===== src/rtl/biquad_pkg.sv =====
// Shared widths, coefficient index encodings, FSM states and saturation helpers
// for the biquad cascade scheduler.
package biquad_pkg;

    localparam int COEF_W = 18;
    localparam int DATA_W = 18;

    localparam logic [2:0] IDX_B1    = 3'd0;
    localparam logic [2:0] IDX_B2    = 3'd1;
    localparam logic [2:0] IDX_B3    = 3'd2;
    localparam logic [2:0] IDX_A2    = 3'd3;
    localparam logic [2:0] IDX_A3    = 3'd4;
    localparam logic [2:0] IDX_SCALE = 3'd5;

    localparam logic [COEF_W-1:0] ONE_Q216 = 18'h10000;

    typedef enum logic [1:0] {
        ST_IDLE = 2'd0,
        ST_TAP  = 2'd1,
        ST_WB   = 2'd2,
        ST_DONE = 2'd3
    } state_t;

    function automatic logic [DATA_W-1:0] sat_add(input logic [DATA_W-1:0] a,
                                                  input logic [DATA_W-1:0] b);
        logic [DATA_W:0] s;
        s = {a[DATA_W-1], a} + {b[DATA_W-1], b};
        if (s[DATA_W] != s[DATA_W-1]) begin
            return s[DATA_W] ? 18'h20000 : 18'h1FFFF;
        end else begin
            return s[DATA_W-1:0];
        end
    endfunction

    // A left shift overflows when shifting back does not recover the operand.
    function automatic logic [DATA_W-1:0] sat_shl(input logic [DATA_W-1:0] v,
                                                  input logic [2:0]        sh);
        logic signed [DATA_W-1:0] r;
        r = $signed(v) <<< sh;
        if ((r >>> sh) != $signed(v)) begin
            return v[DATA_W-1] ? 18'h20000 : 18'h1FFFF;
        end else begin
            return r;
        end
    endfunction

endpackage


===== src/rtl/biquad_cascade_scheduler_if.sv =====
// Audio stream, configuration and shared-multiplier signals of the biquad
// cascade scheduler; slave is the scheduler side, master the environment side.
interface biquad_cascade_scheduler_if #(parameter int SEC_W = 3);

    logic              lr_clk;
    logic [15:0]       audio_in;
    logic [15:0]       audio_out;
    logic              out_valid;
    logic              busy;
    logic              ovr;
    logic              cfg_we;
    logic [SEC_W+2:0]  cfg_addr;
    logic [17:0]       cfg_data;
    logic              cfg_drop;
    logic [17:0]       mult_a;
    logic [17:0]       mult_b;
    logic [17:0]       mult_p;

    modport slave (
        input  lr_clk, audio_in, cfg_we, cfg_addr, cfg_data, mult_p,
        output audio_out, out_valid, busy, ovr, cfg_drop, mult_a, mult_b
    );

    modport master (
        output lr_clk, audio_in, cfg_we, cfg_addr, cfg_data, mult_p,
        input  audio_out, out_valid, busy, ovr, cfg_drop, mult_a, mult_b
    );

endinterface


===== src/rtl/biquad_coef_bank.sv =====
// Per-section coefficient and scale register file with a one-entry pending
// write that is held while a pass runs and commits once the scheduler is idle.
module biquad_coef_bank
    import biquad_pkg::*;
#(
    parameter int NUM_SECTIONS = 4,
    parameter int SEC_W        = 3
) (
    input  logic              clk,
    input  logic              reset,
    input  logic              idle,
    input  logic              cfg_we,
    input  logic [SEC_W+2:0]  cfg_addr,
    input  logic [COEF_W-1:0] cfg_data,
    output logic              cfg_drop,
    input  logic [SEC_W-1:0]  rd_sec,
    input  logic [2:0]        rd_idx,
    output logic [COEF_W-1:0] rd_coef,
    output logic [2:0]        rd_scale
);

    localparam int DEPTH = 2 ** SEC_W;
    localparam logic [SEC_W:0] NSEC = (SEC_W + 1)'(NUM_SECTIONS);

    logic [COEF_W-1:0] coef_r [DEPTH][8];
    logic [2:0]        scale_r [DEPTH];
    logic              pend_valid_r;
    logic [SEC_W+2:0]  pend_addr_r;
    logic [COEF_W-1:0] pend_data_r;
    logic              cfg_drop_r;

    logic              addr_ok_s;
    logic              commit_s;
    logic [SEC_W+2:0]  commit_addr_s;
    logic [COEF_W-1:0] commit_data_s;
    logic              pend_load_s;
    logic              pend_clear_s;
    logic              drop_s;

    assign addr_ok_s = cfg_we && ({1'b0, cfg_addr[SEC_W+2:3]} < NSEC)
                              && (cfg_addr[2:0] <= IDX_SCALE);

    // Decide between direct commit, pending commit, pending load and drop.
    always_comb begin
        commit_s      = 1'b0;
        commit_addr_s = pend_addr_r;
        commit_data_s = pend_data_r;
        pend_load_s   = 1'b0;
        pend_clear_s  = 1'b0;
        drop_s        = 1'b0;
        if (idle) begin
            if (pend_valid_r) begin
                commit_s     = 1'b1;
                pend_load_s  = addr_ok_s;
                pend_clear_s = !addr_ok_s;
            end else if (addr_ok_s) begin
                commit_s      = 1'b1;
                commit_addr_s = cfg_addr;
                commit_data_s = cfg_data;
            end else begin
                commit_s = 1'b0;
            end
        end else begin
            if (addr_ok_s && pend_valid_r) begin
                drop_s = 1'b1;
            end else if (addr_ok_s) begin
                pend_load_s = 1'b1;
            end else begin
                drop_s = 1'b0;
            end
        end
    end

    // Register file, pending entry and drop pulse; sections reset to passthrough.
    always_ff @(posedge clk or negedge reset) begin
        if (!reset) begin
            for (int s = 0; s < DEPTH; s++) begin
                for (int i = 0; i < 8; i++) begin
                    coef_r[s][i] <= (i == 0) ? ONE_Q216 : 18'h00000;
                end
                scale_r[s] <= 3'd0;
            end
            pend_valid_r <= 1'b0;
            pend_addr_r  <= {(SEC_W + 3){1'b0}};
            pend_data_r  <= 18'h00000;
            cfg_drop_r   <= 1'b0;
        end else begin
            cfg_drop_r <= drop_s;
            if (commit_s) begin
                if (commit_addr_s[2:0] == IDX_SCALE) begin
                    scale_r[commit_addr_s[SEC_W+2:3]] <= commit_data_s[2:0];
                end else begin
                    coef_r[commit_addr_s[SEC_W+2:3]][commit_addr_s[2:0]] <= commit_data_s;
                end
            end
            if (pend_load_s) begin
                pend_valid_r <= 1'b1;
                pend_addr_r  <= cfg_addr;
                pend_data_r  <= cfg_data;
            end else if (pend_clear_s) begin
                pend_valid_r <= 1'b0;
            end
        end
    end

    assign rd_coef  = coef_r[rd_sec][rd_idx];
    assign rd_scale = scale_r[rd_sec];
    assign cfg_drop = cfg_drop_r;

endmodule


===== src/rtl/biquad_cascade_scheduler.sv =====
// Time-multiplexes one external 18-bit multiplier over a cascade of biquads,
// one full pass per lr_clk rising edge. Define BIQUAD_SAT_EN for saturating arithmetic.
module biquad_cascade_scheduler
    import biquad_pkg::*;
#(
    parameter int NUM_SECTIONS = 4,
    parameter int SEC_W        = 3
) (
    input  logic                         clk,
    input  logic                         reset,
    biquad_cascade_scheduler_if.slave    bus
);

    localparam int DEPTH = 2 ** SEC_W;
    localparam logic [SEC_W-1:0] LAST_SEC = SEC_W'(NUM_SECTIONS - 1);

    state_t              state_r, state_nx_s;
    logic [SEC_W-1:0]    sec_r, sec_nx_s;
    logic [2:0]          tap_r, tap_nx_s;
    logic [DATA_W-1:0]   acc_r, x_r;
    logic [DATA_W-1:0]   x_n1_r [DEPTH];
    logic [DATA_W-1:0]   x_n2_r [DEPTH];
    logic [DATA_W-1:0]   y_n1_r [DEPTH];
    logic [DATA_W-1:0]   y_n2_r [DEPTH];
    logic                lr_q_r, busy_r, ovr_r, out_valid_r;
    logic [15:0]         audio_out_r;

    logic                start_s, idle_s;
    logic [DATA_W-1:0]   acc_base_s, acc_sum_s, y_s;
    logic [COEF_W-1:0]   mult_a_s, rd_coef_s;
    logic [DATA_W-1:0]   mult_b_s;
    logic [2:0]          rd_scale_s;

    assign start_s = bus.lr_clk & ~lr_q_r;
    assign idle_s  = (state_r == ST_IDLE);

    biquad_coef_bank #(.NUM_SECTIONS(NUM_SECTIONS), .SEC_W(SEC_W)) u_coef_bank (
        .clk      (clk),
        .reset    (reset),
        .idle     (idle_s),
        .cfg_we   (bus.cfg_we),
        .cfg_addr (bus.cfg_addr),
        .cfg_data (bus.cfg_data),
        .cfg_drop (bus.cfg_drop),
        .rd_sec   (sec_r),
        .rd_idx   (tap_r),
        .rd_coef  (rd_coef_s),
        .rd_scale (rd_scale_s)
    );

    // Next-state sequencing and multiplier operand selection.
    always_comb begin
        state_nx_s = state_r;
        sec_nx_s   = sec_r;
        tap_nx_s   = tap_r;
        mult_a_s   = 18'h00000;
        mult_b_s   = 18'h00000;
        case (state_r)
            ST_IDLE: begin
                if (start_s) begin
                    state_nx_s = ST_TAP;
                    sec_nx_s   = {SEC_W{1'b0}};
                    tap_nx_s   = 3'd0;
                end else begin
                    state_nx_s = ST_IDLE;
                end
            end
            ST_TAP: begin
                mult_a_s = rd_coef_s;
                case (tap_r)
                    IDX_B1:  mult_b_s = x_r;
                    IDX_B2:  mult_b_s = x_n1_r[sec_r];
                    IDX_B3:  mult_b_s = x_n2_r[sec_r];
                    IDX_A2:  mult_b_s = y_n1_r[sec_r];
                    IDX_A3:  mult_b_s = y_n2_r[sec_r];
                    default: mult_b_s = 18'h00000;
                endcase
                if (tap_r == IDX_A3) begin
                    state_nx_s = ST_WB;
                end else begin
                    tap_nx_s = tap_r + 3'd1;
                end
            end
            ST_WB: begin
                if (sec_r == LAST_SEC) begin
                    state_nx_s = ST_DONE;
                end else begin
                    state_nx_s = ST_TAP;
                    sec_nx_s   = sec_r + SEC_W'(1);
                    tap_nx_s   = 3'd0;
                end
            end
            ST_DONE: state_nx_s = ST_IDLE;
            default: state_nx_s = ST_IDLE;
        endcase
    end

    // Accumulate and section-output scaling.
    always_comb begin
        acc_base_s = (tap_r == IDX_B1) ? 18'h00000 : acc_r;
`ifdef BIQUAD_SAT_EN
        acc_sum_s  = sat_add(acc_base_s, bus.mult_p);
        y_s        = sat_shl(acc_r, rd_scale_s);
`else
        acc_sum_s  = acc_base_s + bus.mult_p;
        y_s        = acc_r << rd_scale_s;
`endif
    end

    // FSM state, section and tap registers.
    always_ff @(posedge clk or negedge reset) begin
        if (!reset) begin
            state_r <= ST_IDLE;
            sec_r   <= {SEC_W{1'b0}};
            tap_r   <= 3'd0;
        end else begin
            state_r <= state_nx_s;
            sec_r   <= sec_nx_s;
            tap_r   <= tap_nx_s;
        end
    end

    // Datapath: sample capture, accumulation, history write-back and output.
    always_ff @(posedge clk or negedge reset) begin
        if (!reset) begin
            for (int s = 0; s < DEPTH; s++) begin
                x_n1_r[s] <= 18'h00000;
                x_n2_r[s] <= 18'h00000;
                y_n1_r[s] <= 18'h00000;
                y_n2_r[s] <= 18'h00000;
            end
            acc_r       <= 18'h00000;
            x_r         <= 18'h00000;
            lr_q_r      <= 1'b0;
            busy_r      <= 1'b0;
            ovr_r       <= 1'b0;
            out_valid_r <= 1'b0;
            audio_out_r <= 16'h0000;
        end else begin
            lr_q_r      <= bus.lr_clk;
            ovr_r       <= start_s && !idle_s;
            out_valid_r <= (state_r == ST_DONE);
            case (state_r)
                ST_IDLE: begin
                    if (start_s) begin
                        x_r    <= {bus.audio_in, 2'b00};
                        busy_r <= 1'b1;
                    end
                end
                ST_TAP: acc_r <= acc_sum_s;
                ST_WB: begin
                    x_n2_r[sec_r] <= x_n1_r[sec_r];
                    x_n1_r[sec_r] <= x_r;
                    y_n2_r[sec_r] <= y_n1_r[sec_r];
                    y_n1_r[sec_r] <= y_s;
                    x_r           <= y_s;
                end
                ST_DONE: begin
                    audio_out_r <= x_r[DATA_W-1:2];
                    busy_r      <= 1'b0;
                end
                default: begin
                    busy_r <= 1'b0;
                end
            endcase
        end
    end

    assign bus.mult_a    = mult_a_s;
    assign bus.mult_b    = mult_b_s;
    assign bus.audio_out = audio_out_r;
    assign bus.out_valid = out_valid_r;
    assign bus.busy      = busy_r;
    assign bus.ovr       = ovr_r;

endmodule


===== src/flat_wrapper.sv =====
// flat-port wrapper written by rule: the top's interface ports become plain ports
module biquad_cascade_scheduler_flat import biquad_pkg::*;
#(
    parameter int NUM_SECTIONS = 4,
    parameter int SEC_W        = 3
)
  (clk, reset, bus_lr_clk, bus_audio_in, bus_cfg_we, bus_cfg_addr, bus_cfg_data, bus_mult_p, bus_audio_out, bus_out_valid, bus_busy, bus_ovr, bus_cfg_drop, bus_mult_a, bus_mult_b);
  biquad_cascade_scheduler_if #(.SEC_W(SEC_W)) bus_i ();
  input  logic clk;
  input  logic reset;
  input wire logic [$bits(bus_i.lr_clk)-1:0] bus_lr_clk;
  input wire logic [$bits(bus_i.audio_in)-1:0] bus_audio_in;
  input wire logic [$bits(bus_i.cfg_we)-1:0] bus_cfg_we;
  input wire logic [$bits(bus_i.cfg_addr)-1:0] bus_cfg_addr;
  input wire logic [$bits(bus_i.cfg_data)-1:0] bus_cfg_data;
  input wire logic [$bits(bus_i.mult_p)-1:0] bus_mult_p;
  output wire logic [$bits(bus_i.audio_out)-1:0] bus_audio_out;
  output wire logic [$bits(bus_i.out_valid)-1:0] bus_out_valid;
  output wire logic [$bits(bus_i.busy)-1:0] bus_busy;
  output wire logic [$bits(bus_i.ovr)-1:0] bus_ovr;
  output wire logic [$bits(bus_i.cfg_drop)-1:0] bus_cfg_drop;
  output wire logic [$bits(bus_i.mult_a)-1:0] bus_mult_a;
  output wire logic [$bits(bus_i.mult_b)-1:0] bus_mult_b;
  assign bus_i.lr_clk = bus_lr_clk;
  assign bus_i.audio_in = bus_audio_in;
  assign bus_i.cfg_we = bus_cfg_we;
  assign bus_i.cfg_addr = bus_cfg_addr;
  assign bus_i.cfg_data = bus_cfg_data;
  assign bus_i.mult_p = bus_mult_p;
  assign bus_audio_out = bus_i.audio_out;
  assign bus_out_valid = bus_i.out_valid;
  assign bus_busy = bus_i.busy;
  assign bus_ovr = bus_i.ovr;
  assign bus_cfg_drop = bus_i.cfg_drop;
  assign bus_mult_a = bus_i.mult_a;
  assign bus_mult_b = bus_i.mult_b;
  biquad_cascade_scheduler #(.NUM_SECTIONS(NUM_SECTIONS), .SEC_W(SEC_W)) u_core (.clk(clk), .reset(reset), .bus(bus_i));
endmodule

===== config.mk =====
export PLATFORM = sky130hd
export DESIGN_NAME = biquad_cascade_scheduler_flat
export DESIGN_NICKNAME = d
export VERILOG_FILES = /design/src/rtl/biquad_pkg.sv /design/src/rtl/biquad_cascade_scheduler_if.sv /design/src/rtl/biquad_coef_bank.sv /design/src/rtl/biquad_cascade_scheduler.sv /design/src/flat_wrapper.sv
export SDC_FILE = /design/constraint.sdc
export NUM_CORES = 2
export LEC_CHECK = 0
export ABC_CLOCK_PERIOD_IN_PS = 6200
export CAP_MARGIN = 15
export CELL_PAD_IN_SITES_DETAIL_PLACEMENT = 1
export CELL_PAD_IN_SITES_GLOBAL_PLACEMENT = 1
export CORE_UTILIZATION = 55
export DETAILED_ROUTE_END_ITERATION = 8
export PLACE_DENSITY = 0.86
export SLEW_MARGIN = 10
export SYNTH_ARGS = -nofsm -noshare
export SYNTH_HDL_FRONTEND = slang
export SYNTH_SLANG_ARGS = --single-unit

===== constraint.sdc =====
create_clock -name clk -period 6.2 [get_ports clk]
set_input_delay 1.24 -clock clk [delete_from_list [all_inputs] [get_ports clk]]
set_output_delay 1.24 -clock clk [all_outputs]
set_load 0.05 [all_outputs]

# Yosys cells after proc, flatten, opt, wreduce, memory -nomap -nowiden

Cells that the tools add are included.

Flip-flop bits (word level): 1842
Input port bits: 62
Output and inout bits: 56

$add $sub $neg: 3
$lt $le $gt $ge: 9
Eq/ne operators: 13
Shifts and indexed selects: 1
Multiplexer cells: 71
Bitwise logic cells: 7
Reductions and logical operators: 21

Operators with widths:

| operator                                                              | count |
|---|---|
| 1152-bit bitwise mux                                                  | 1 |
| 144-bit bitwise mux                                                   | 4 |
| 144-bit binary-select mux with 3-bit select                           | 1 |
| 144-bit demux with 3-bit select                                       | 1 |
| 144-bit 2-to-1 mux                                                    | 3 |
| 18-bit 2-to-1 mux                                                     | 19 |
| 18-bit binary-select mux with 3-bit select                            | 5 |
| 18-bit demux with 3-bit select                                        | 2 |
| 18-bit case mux with 5 select lines                                   | 1 |
| 18-bit case mux with 2 select lines                                   | 1 |
| 24-bit bitwise mux                                                    | 1 |
| 3-bit 2-to-1 mux                                                      | 7 |
| 18-bit adder                                                          | 1 |
| 6-bit 2-to-1 mux                                                      | 3 |
| 18-bit by 3-bit left shift with 18-bit output                         | 1 |
| 4-bit greater-or-equal comparator (second input constant)             | 4 |
| 3-bit NOT with 4-bit output                                           | 4 |
| 1-bit 2-to-1 mux                                                      | 14 |
| 4-bit by 1-bit < comparator with 1-bit output (second input constant) | 3 |
| 3-bit binary-select mux with 3-bit select                             | 1 |
| 3-bit demux with 3-bit select                                         | 1 |
| 3-bit by 2-bit == test with 1-bit output (second input constant)      | 3 |
| 3-bit case mux with 3 select lines                                    | 1 |
| 2-bit case mux with 4 select lines                                    | 1 |
| other kinds (23)                                                      | 42 |

# Depth between registers and ports, before layout

Depth after elaboration: 14
Depth in mapped cells: 18
Depth with buffers taken out: 14

# Cells and area by module

Synthesis repeated with hierarchy kept, for this count alone.

Cells, all modules: 6815
Area, all modules: 82581.7 um^2

Modules (own cells, without submodules):

| module                   | instances | cells each | area each (um^2) | seq. area each (um^2) |
|---|---|---|---|---|
| biquad_coef_bank         | 1         | 4119       | 52934.5          | 30088.9 |
| biquad_cascade_scheduler | 1         | 2696       | 29647.2          | 16015.4 |

# Least setup slack after synthesis

No wires, ideal clock.

Path kind: flip-flop to output port
From: register u_core.tap_r[2]
To: output bus_mult_b[10]
Data arrival time: 2.976 ns
Required time: 4.960 ns
Setup slack: 1.984 ns
Stages on the path, launching flop included: 9
Buffers on the path: 4
Cell sequence: dfrtp_1 > clkinv_1 > clkbuf_1 > clkbuf_1 > ha_1 > clkbuf_1 > o31ai_1 > clkbuf_1 > a21oi_1

Word-level cells in the longest chain between the ends: 3

RTL lines:

| what                                  | RTL line                        | source |
|---|---|---|
| from (decl)                           | biquad_cascade_scheduler.sv:19  | `logic [2:0] tap_r, tap_nx_s;` |
| from (signal assigned)                | biquad_cascade_scheduler.sv:119 | `tap_r <= tap_nx_s;` |
| 3-bit == test (tied with other cells) | biquad_cascade_scheduler.sv:70  | `case (tap_r)` |
| 18-bit case mux with 5 select lines * | biquad_cascade_scheduler.sv:70  |  |
| 18-bit 2-to-1 mux *                   | biquad_cascade_scheduler.sv:58  | `case (state_r)` |
| to (decl)                             | flat_wrapper.sv:23              | `output wire logic [$bits(bus_i.mult_b)-1:0] bus_mult_b;` |

Mark *: on every way between the ends. The rest lies on a longest branch, timed or not.

# Worst setup path in the final report

From: register u_core.sec_r[1]
To: output bus_mult_a[2]

Word-level cells in the longest chain between the ends: 8

RTL lines:

| what                                                   | RTL line                        | source |
|---|---|---|
| from (decl)                                            | biquad_cascade_scheduler.sv:18  | `logic [SEC_W-1:0] sec_r, sec_nx_s;` |
| from (signal assigned)                                 | biquad_cascade_scheduler.sv:114 | `sec_r <= {SEC_W{1'b0}};` |
| from (signal assigned)                                 | biquad_cascade_scheduler.sv:118 | `sec_r <= sec_nx_s;` |
| 3-bit NOT with 4-bit output (implied by the code)      | biquad_coef_bank.sv:106         | `assign rd_coef = coef_r[rd_sec][rd_idx];` |
| 144-bit binary-select mux with 3-bit select            | biquad_coef_bank.sv:106         |  |
| 144-bit 2-to-1 mux (implied by the code) (2 in series) | biquad_coef_bank.sv:106         |  |
| 18-bit binary-select mux with 3-bit select             | biquad_coef_bank.sv:106         |  |
| 18-bit 2-to-1 mux (implied by the code) (2 in series)  | biquad_coef_bank.sv:106         |  |
| 18-bit 2-to-1 mux                                      | biquad_cascade_scheduler.sv:58  |  |
| to (decl)                                              | flat_wrapper.sv:22              | `output wire logic [$bits(bus_i.mult_a)-1:0] bus_mult_a;` |

No other way between the ends. The select of a mux whose other input is x is not followed.

==> parameters.txt <==
Parameter                              Value

GRT
  Total grt overflow ... 0
  Number of antenna violations at the first check in global routing ... 10
  Overall global routing resource usage ... 0.389
  Pin count of the biggest net entering global routing ... 184
  Via count of the first global-routing pass ... 69,400
  Global-route wire length before repair ... 437,000 um

CTS
  Count of H-tree levels built during CTS ... 4
  Inserted Clock Buffers ... 186
  Clock net sink count ... 1,842
  Number of buffers inserted by hold repair at cts ... 0
  Maximum number of buffers from clock root to sink ... 3
  Clock tree root driver cell ... sky130_fd_sc_hd__clkbuf_16
  TritonCTS clock tree ... yes
  Source-to-sink clock delay at the later pin of the worst-skew pair ... 880 ps
  Clock slew at reported path FFs ... 70 ps

Floorplan
  Die Footprint ... 149,000 sq um
  Number of top-level pins ... 118
  Core area ... 146,000 sq um
  Initial Utilization ... 0.556
  Die width ... 386 um
  Vert. Die Dim ... 386 um
  Std-Cell Rows ... 140

Worst setup path
  Source of the critical timing path ... u_core.sec_r[1]$_DFFE_PN0P_
  Worst-case register-to-register setup slack ... 1770 ps
  Data arrival time of the critical path ... 4990 ps
  Maximum fanout count along the critical path ... 43
  Startpoint type of the worst setup path ... flop
  Beginning of the worst register-to-register path ... u_core.state_r[1]$_DFFE_PN0P_
  Required arrival time at the worst endpoint ... 4960 ps
  Worst setup path category ... reg2out
  Worst setup EP type ... primary output

Pwr
  Clock network fraction of design power ... 0.396
  Leakage power of the design ... 0.0408 uW
  Power density relative to cell area ... 329 nW/um^2
  Relative contribution of sequential cells to total power ... 0.471
  Sw Ratio ... 0.293
  Maximum resistive drop on vdd ... 329 uV
  Combinational Power Share ... 0.133
  NetSw ... 8680 uW
  Internal power component ... 20,900 uW

STA
  Hold violation total from the final report ... 0
  Final worst setup slack ... -28.9 ps
  Worst clock skew ... 46.6 ps
  Relative slew margins ... 0.139
  Min Tclk post-route ... 6230 ps
  Max Transition Viols Final ... 0
  Fmax achieved ... 0.161 GHz
  Setup repair after global routing missed its margin ... no
  Endpoints failing setup ... 1
  Final period util ... 1.00
  Slew at the pin closest to its max-slew limit ... 1290 ps

Logic synthesis
  Flop and latch count out of synthesis ... 1,842
  Synthesis Warnings ... 0
  Net count after synthesis ... 7,249
  Netlist Area Pre-Place ... 81,300 sq um
  Synth async-reset ratio ... 1.00
  Count of flip-flops with a built-in enable after synthesis ... 0
  Leading register cell type out of synthesis ... sky130_fd_sc_hd__dfrtp_1
  Proportion of synthesized chip area in sequential cells ... 0.567
  Mean Syn Cell Area ... 11.3 sq um
  Synthesized instance count ... 7,162
  Count of different cell masters after synthesis ... 83

Placed design
  HPWL reported at the end of detailed placement ... 154,000 um
  IO Port Bufs ... 117
  Post-Place Setup Slack ... 1050 ps
  Post-Place Cell Area ... 83,800 sq um
  Placed instance count ... 8,612
  Weighted congestion reported at the end of routability-driven placement ... 0.843

Cells and area
  Number of nets in the final layout ... 6,970
  Post-route cell area ... 90,000 sq um
  Final non-filler cell total ... 8,950
  Core occupancy in the finished layout ... 0.616
  Number of filler cells placed in the layout ... 14,400
  P&R area growth vs syn ... 10.7%
  Layout cell share with drive strength beyond 1 ... 0.167

Routing
  Total length of routed wires ... 287,000 um
  Count of antenna-violating nets left after detailed routing ... 0
  Average vias per placed instance ... 6.96
  Total number of vias ... 62,300
  Drt wl/cell ... 32.1 um
  DRC violations left ... 0
  Number of iterations in the first detailed-routing pass ... 5
  Violation count after the first detailed-route iteration ... 6,477

Outcome
  Run status ... finished with violations
  Violated checks ... negative setup slack

Job
  Maximum Capacitance Violations ... 0

Hold path
  Hold crit path type ... in2async
[power groups by stage]
stage	clock (uW)	combinational (uW)	sequential [uW]
detailed placement	0	3750	14100
CTS	11700	3890	13900
finish	11700	3930	14000
floorplan	0	2490	13600
global placement	0	3510	14000
global route	12100	4250	14000
[logic make-up (layout without fill, tap and decap cells)]
group / count (synthesis) / count (layout) / synth area share
buffers and inverters: 775 / 643 / 0.0414
other: 0 / 3 / 0
XOR/XNOR: 11 / 11 / 0.00119
multiplexers: 766 / 766 / 0.174
flip-flops: 1842 / 1842 / 0.567
adder cells (fa/ha/maj): 26 / 26 / 0.00406
AND/OR/NAND/NOR: 2033 / 2033 / 0.102
AO/OA/AOI/OAI: 1709 / 1709 / 0.110
[final cells by class]
class,count,area (sq um),share of cell area
inverter,16,65.1,0.000723
clock buffer,277,5420,0.0602
tap,1917,2400,0.0266
multi-input combinational,4545,32300,0.358
sequential,1842,46100,0.512
antenna,3,7.51,0.0000834
timing repair buffer,292,2930,0.0326
clock inverter,58,805,0.00894
[state kept, by name, summed over array words and instances, names as in the netlist, 18 cells and up]
name	cells
u_core.x_n2_r	144
u_core.x_n1_r	144
u_core.u_coef_bank.pend_data_r	18
u_core.u_coef_bank.coef_r	1152
u_core.u_coef_bank.scale_r	24
u_core.y_n1_r	144
u_core.x_r	18
u_core.acc_r	18
u_core.y_n2_r	144
[routing by layer]
metal | share of wire | track usage
met5 | 0.00027 | 0
met4 | 0.072 | 0.255
met3 | 0.091 | 0.0865
met2 | 0.49 | 0.636
met1 | 0.35 | 0.468
[cells in the mapped netlist (all sizes together), types with 6 or more instances]
master | number | area (sq um)
a21o | 8 | 60.1
a21oi | 693 | 3510
a22oi | 23 | 178
a31oi | 6 | 37.5
and3 | 13 | 81.3
buf | 251 | 1400
clkbuf | 508 | 1910
dfrtp | 1834 | 45900
dfstp | 8 | 210
ha | 24 | 300
inv | 15 | 56.3
mux2 | 102 | 1150
mux2i | 155 | 1550
mux4 | 509 | 11500
nand2 | 1147 | 4310
nand2b | 16 | 100
nand3 | 24 | 135
nand4 | 7 | 50.1
nor2 | 700 | 2630
nor2b | 49 | 309
nor3 | 27 | 200
nor4 | 7 | 134
o21a | 6 | 52.6
o21ai | 891 | 4460
o221ai | 11 | 96.3
o22ai | 38 | 238
o31ai | 6 | 50.1
or3 | 17 | 106
xnor2 | 6 | 52.6
[metrics by stage]
stage | hold slack (ps) | TNS, ps | power, uW
after global routing | 343 | 0 | 30400
after global placement | 360 | 0 | 17500
final | 271 | -28.9 | 29600
after floorplan | 424 | 0 | 16100
after CTS | 364 | 0 | 29600
after detailed placement | 363 | 0 | 17800
[layout by cell type (no fill, tap or decap), types with 40 or more instances in the layout]
master                            Yosys  layout
sky130_fd_sc_hd__dfrtp_1           1834    1831
sky130_fd_sc_hd__nand2_1           1146    1141
sky130_fd_sc_hd__o21ai_0            866     866
sky130_fd_sc_hd__nor2_1             699     696
sky130_fd_sc_hd__a21oi_1            681     680
sky130_fd_sc_hd__mux4_2             509     509
sky130_fd_sc_hd__clkbuf_16            0     187
sky130_fd_sc_hd__buf_4               22     140
sky130_fd_sc_hd__mux2i_1            155     136
sky130_fd_sc_hd__clkdlybuf4s50_1      0     115
sky130_fd_sc_hd__mux2_2             101     101
sky130_fd_sc_hd__clkbuf_1           506      50
sky130_fd_sc_hd__nor2b_1             48      47
sky130_fd_sc_hd__clkbuf_8             0      40
[repair_timing]
item / 4_1_cts / 5_1_grt
setup endpoints to repair: 0 / 4
resized for setup: 0 / 3
buffers inserted: 0 / 0
[worst max-delay path, cell delays in order, from the launching register on]
cell and delay, ps:
sky130_fd_sc_hd__dfrtp_4 800, sky130_fd_sc_hd__buf_12 430, sky130_fd_sc_hd__mux4_2 560, sky130_fd_sc_hd__mux4_2 530, sky130_fd_sc_hd__mux2i_1 500, sky130_fd_sc_hd__o22ai_1 410
sky130_fd_sc_hd__clkdlybuf4s50_1 850
[worst paths after layout]
| kind | endpoint | cells past startpoint |
|---|---|---|
| setup / recovery | bus_mult_a[2] | 6 |
| setup reg to reg | u_core.u_coef_bank.coef_r[419]$_DFFE_PN0P_ | 6 |
| hold reg to reg | u_core.u_coef_bank.coef_r[477]$_DFFE_PN0P_ | 0 |
| hold / removal | u_core.y_n1_r[9]$_DFFE_PN0P_ | 1 |
| min in group clk | u_core.u_coef_bank.coef_r[477]$_DFFE_PN0P_ | 0 |
| max in group asynchronous | u_core.u_coef_bank.coef_r[868]$_DFFE_PN0P_ | 2 |
Note: power is estimated with default switching activity, not from simulation.
